==> config.mk <==
export PLATFORM = sky130hd
export DESIGN_NAME = data_mem_burst_master
export DESIGN_NICKNAME = d
export VERILOG_FILES = /design/src/rtl/data_mem_burst_master.sv
export SDC_FILE = /design/constraint.sdc
export NUM_CORES = 1
export LEC_CHECK = 0
export ABC_AREA = 0
export CAP_MARGIN = 20
export CORE_MARGIN = 3
export CORE_UTILIZATION = 52
export DETAILED_ROUTE_END_ITERATION = 10
export HOLD_SLACK_MARGIN = 0.03
export PLACE_DENSITY = 0.85
export SYNTH_ARGS = -nofsm -noshare
export SYNTH_HDL_FRONTEND = slang
export SYNTH_SLANG_ARGS = --single-unit
==> constraint.sdc <==
create_clock -name Clock -period 7.12 [get_ports Clock]
set_input_delay 0.712 -clock Clock [delete_from_list [all_inputs] [get_ports Clock]]
set_output_delay 0.712 -clock Clock [all_outputs]
set_load 0.02 [all_outputs]
==> src/rtl/data_mem_burst_master.sv <==
// Burst initiator for one data-memory lane: turns a core burst request into per-cycle
// Control/Addr/DataIn commands. Define ADDR_CHECK_EN to abort bursts that run past MEM_DEPTH.
module data_mem_burst_master #(
  parameter int LEN_W     = 8,
  parameter int MEM_DEPTH = 256
) (
  input  logic             Clock,
  input  logic             Reset,
  input  logic             ReqValid,
  output logic             ReqReady,
  input  logic             ReqWrite,
  input  logic [15:0]      ReqAddr,
  input  logic [LEN_W-1:0] ReqLen,
  input  logic [15:0]      WrData,
  input  logic             WrValid,
  output logic             WrReady,
  output logic [15:0]      RdData,
  output logic             RdValid,
  output logic             Busy,
  output logic             Done,
  output logic             Error,
  output logic [1:0]       MemControl,
  output logic [15:0]      MemAddr,
  output logic [15:0]      MemDataIn,
  input  logic [15:0]      MemDataOut
);

`ifdef ADDR_CHECK_EN
  localparam logic CHECK_EN = 1'b1;
`else
  localparam logic CHECK_EN = 1'b0;
`endif

  localparam logic [1:0] CMD_IDLE = 2'd0;
  localparam logic [1:0] CMD_RD   = 2'd2;
  localparam logic [1:0] CMD_WR   = 2'd3;

  typedef enum logic [2:0] {S_IDLE, S_RD, S_WR, S_DRAIN, S_FIN} state_t;

  state_t           state;
  logic [LEN_W-1:0] rem;
  logic [15:0]      nxt_addr;
  logic             rd_vld_p1;

  function automatic logic addr_bad(input logic [15:0] a);
    return CHECK_EN && (int'(a) >= MEM_DEPTH);
  endfunction

  always_ff @(posedge Clock or posedge Reset) begin
    if (Reset) begin
      state      <= S_IDLE;
      rem        <= '0;
      nxt_addr   <= '0;
      rd_vld_p1  <= 1'b0;
      ReqReady   <= 1'b1;
      WrReady    <= 1'b0;
      RdData     <= '0;
      RdValid    <= 1'b0;
      Busy       <= 1'b0;
      Done       <= 1'b0;
      Error      <= 1'b0;
      MemControl <= CMD_IDLE;
      MemAddr    <= '0;
      MemDataIn  <= '0;
    end else begin
      // read return: memory samples at the edge after a read command, we register one edge later
      rd_vld_p1 <= (MemControl == CMD_RD);
      RdValid   <= rd_vld_p1;
      if (rd_vld_p1) RdData <= MemDataOut;
      Done <= 1'b0;

      case (state)
        S_IDLE: begin
          MemControl <= CMD_IDLE;
          if (ReqValid && ReqReady) begin
            ReqReady <= 1'b0;
            Busy     <= 1'b1;
            Error    <= 1'b0;
            if (ReqLen == '0) begin
              state <= S_DRAIN;
            end else if (addr_bad(ReqAddr)) begin
              Error <= 1'b1;
              state <= S_DRAIN;
            end else if (ReqWrite) begin
              state    <= S_WR;
              WrReady  <= 1'b1;
              nxt_addr <= ReqAddr;
              rem      <= ReqLen;
            end else begin
              state      <= S_RD;
              MemControl <= CMD_RD;
              MemAddr    <= ReqAddr;
              nxt_addr   <= ReqAddr + 16'd1;
              rem        <= ReqLen - LEN_W'(1);
            end
          end
        end

        S_RD: begin
          if (rem == '0) begin
            MemControl <= CMD_IDLE;
            state      <= S_DRAIN;
          end else if (addr_bad(nxt_addr)) begin
            MemControl <= CMD_IDLE;
            Error      <= 1'b1;
            state      <= S_DRAIN;
          end else begin
            MemControl <= CMD_RD;
            MemAddr    <= nxt_addr;
            nxt_addr   <= nxt_addr + 16'd1;
            rem        <= rem - LEN_W'(1);
          end
        end

        S_WR: begin
          if (WrValid) begin
            MemControl <= CMD_WR;
            MemAddr    <= nxt_addr;
            MemDataIn  <= WrData;
            nxt_addr   <= nxt_addr + 16'd1;
            rem        <= rem - LEN_W'(1);
            // close the beat window here so no extra beat is accepted
            if (rem == LEN_W'(1)) begin
              WrReady <= 1'b0;
              state   <= S_DRAIN;
            end else if (addr_bad(nxt_addr + 16'd1)) begin
              WrReady <= 1'b0;
              Error   <= 1'b1;
              state   <= S_DRAIN;
            end
          end else begin
            MemControl <= CMD_IDLE;
          end
        end

        S_DRAIN: begin
          MemControl <= CMD_IDLE;
          // a read still on the bus means its beat has not been registered yet
          if (MemControl != CMD_RD) begin
            Done  <= 1'b1;
            Busy  <= 1'b0;
            state <= S_FIN;
          end
        end

        S_FIN: begin
          MemControl <= CMD_IDLE;
          ReqReady   <= 1'b1;
          state      <= S_IDLE;
        end

        default: begin
          MemControl <= CMD_IDLE;
          WrReady    <= 1'b0;
          Busy       <= 1'b0;
          ReqReady   <= 1'b1;
          state      <= S_IDLE;
        end
      endcase
    end
  end

endmodule

==> results.txt <==
run status: finished clean
initial antenna violation count: 0
vias in the first global route: 3634
clk slew on worst S/H paths: 0.09 ns
PostCTS Resize Cnt: 0
die area: 9430 sq um
Seq pwr share: 0.337
hold path depth: 1
crit-path max FO: 33
Achievable Freq: 357 MHz
clock latency on the worst-skew pair: 0.36 ns
Slew @ Worst Pin: 0.679 ns
switching share of power: 0.433
via/cell ratio: 5.65
pwr dens: 471 nW/um^2
Core ar.: 7890 sq um
Clock Skew: 0.0165 ns
most area-consuming cells after synthesis: dfrtp_1 48%, mux2_2 8.3%, a21oi_1 4.4%
synth-to-layout area growth: 32.8%
Final period util: 0.394
Syn Inst Count: 432
CTS Root Cell: clkbuf_8
ys flop type: dfrtp_1
# setup viols final: 0
average size of a mapped cell: 10.0 sq um
post-synth cell types: 53
Port-buffer cells: 115
critical path arrival: 3.01 ns
r2r setup slk: 4.74 ns
antenna cell count: 0
# rows: 32
yosys warns: 0
most common cell in the netlist: dfrtp_1
Final Hold Viols: 0
# Post-CTS Setup Buffers: 0
total grt overflow: 0
Ports: 117
Crit Path Class: input pin to flip-flop
Critical Path Sink Type: flip-flop
hold_sp: MemAddr[15]$_DFFE_PP0P_
hold crit path type: flip-flop to flip-flop
Layout fillers: 569
asr flop ratio synth: 1.00
Bufs on Longest Clock Path: 2
Int Power: 1530 uW
total track usage: 0.230
R2R cell count: 6
first-pass GRT wire length: 17800 um
vias: 3664
Rel. slew slack: 0.547
WL/cell: 16.5 um
FF-to-FF Start: state[0]$_DFFE_PP0P_
clock sink count: 83
DRT Pass-1 Iters: 5
DRC: 0
Hold EP: MemAddr[15]$_DFFE_PP0P_
iteration-0 DRC count of the detailed router: 235
Combinational Power Share: 0.549
leakage power: 0.00236 uW
Worst VDD drop: 0.000229 V
setup TNS: 0 ns
CTS Buf Count: 9
synth cell count leaders: 82 x dfrtp_1, 46 x nand2_1, 38 x a21oi_1
RR Endpoint: nxt_addr[11]$_DFFE_PP0P_
Mapped Area: 4320 sq um
Net Switching: 1170 uW
RSZ-0062 raised after global routing: no
fin crit period: 2.80 ns
leading area contributor after synthesis: dfrtp_1
Routed Wire Length: 10700 um
Nets: 609
Chip Width: 97.1 um
syn_nets: 499
required time worst endpoint: 7.33 ns
Initial Utilization: 0.547
CP startpoint kind: input pin
proportion of layout cells with a drive suffix above 1: 0.113
top cell type's share of synthesized area: 0.475
Slew Limit Fails: 0
Final GP Congestion: 0.842
post-route ant nets: 0
largest net degree at the start of global routing: 84
htree depth: 3
Post-DP HPWL: 7610 um
number of max-cap violations: 0
Finished Core Util: 0.727
chip height: 97.1 um
TritonCTS clock tree: yes
Seq/Total Area, Yosys: 0.481
Post-synth EDFFs: 0
clock power share: 0.114
CTS Hold Bufs: 0
#FFs+latches synth: 83
==> logic make-up after synthesis <==
kind of cell	synth area share
other cells	0.000868
compound gates	0.149
fa+ha+maj	0.0174
flops	0.481
mux	0.116
xor+xnor	0.0467
buf+inv	0.0345
simple gates	0.154
==> through the flow <==
step / area, sq um / total power, uW / instances / worst slack [ns] / hold slack [ns]
global placement: 5510 / 2310 / 630 / 4.03 / 0.461
floorplan: 4320 / 1850 / 432 / 4.27 / 0.352
detailed placement: 5520 / 2380 / 631 / 3.95 / 0.467
CTS: 5700 / 2690 / 647 / 4.33 / 0.485
finish: 5730 / 2700 / 649 / 4.32 / 0.483
global route: 5730 / 2890 / 649 / 4.09 / 0.509
==> power by group through the flow <==
stage / combinational, uW / clock [uW] / sequential [uW]
after floorplan: 812 / 0 / 1040
after detailed placement: 1460 / 0 / 915
after global placement: 1410 / 0 / 897
after CTS: 1470 / 314 / 908
after global routing: 1610 / 331 / 946
final: 1480 / 309 / 909
==> area by class of cell <==
cell class / instances / area [sq um] / share of cell area
clock buffer: 10 / 128 / 0.0223
clock inverter: 6 / 46.3 / 0.00808
inverter: 9 / 35.0 / 0.00611
multi-input combinational: 318 / 2100 / 0.366
sequential: 83 / 2080 / 0.363
tap: 102 / 128 / 0.0223
timing repair buffer: 121 / 1220 / 0.213
==> worst max-delay path, cell delays in order <==
cell	delay [ns]
clkdlybuf4s50_1	0.48
or4_4	0.60
nor4b_4	0.42
o21ai_1	0.13
nand2b_2	0.44
o21ai_0	0.22
==> worst max-delay path by stage <==
stage / slack, ns / to / cells past startpoint / start
after global routing: 4.09 / MemAddr[15]$_DFFE_PP0P_ / 7 / ReqLen[2]
after global placement: 4.03 / MemAddr[15]$_DFFE_PP0P_ / 7 / ReqLen[2]
after floorplan: 4.27 / Busy$_DFFE_PP0P_ / 1 / Reset
final: 4.32 / MemAddr[10]$_DFFE_PP0P_ / 6 / ReqLen[2]
after CTS: 4.33 / MemAddr[4]$_DFFE_PP0P_ / 7 / ReqLen[2]
after detailed placement: 3.95 / MemAddr[10]$_DFFE_PP0P_ / 6 / ReqLen[2]
==> registers in the layout, indices dropped and copies added (netlist names) <==
| register | count |
|---|---|
| nxt_addr | 16 |
| RdData | 16 |
| MemAddr | 16 |
| rd_vld_p1 | 1 |
| Busy | 1 |
| ReqReady | 1 |
| rem | 8 |
| Done | 1 |
| MemControl | 2 |
| MemDataIn | 16 |
| WrReady | 1 |
| RdValid | 1 |
| state | 3 |
==> per-layer routing <==
layer	global-route usage	part of all wire	vias up
li1	-	-	1760
met5	0	0	-
met4	0.0983	0.019	0
met2	0.383	0.50	127
met3	0.0330	0.055	16
met1	0.300	0.43	1761
==> placed cells by master (no fill, tap or decap), drive strengths merged, types with 8 or more instances in the layout <==
master         synthesis  routed
nand2                 46      46
mux2                  32      32
dfrtp                 82      82
o21ai                 38      38
xnor2                 10      10
nor3                  14      14
and3                   8       8
mux2i                 14      14
a21oi                 39      39
clkbuf                 8      10
nor2                  22      22
xor2                  13      13
clkdlybuf4s50          0     115
nand3                 18      18
inv                    9      11
Power figures use the tool's default switching activity.
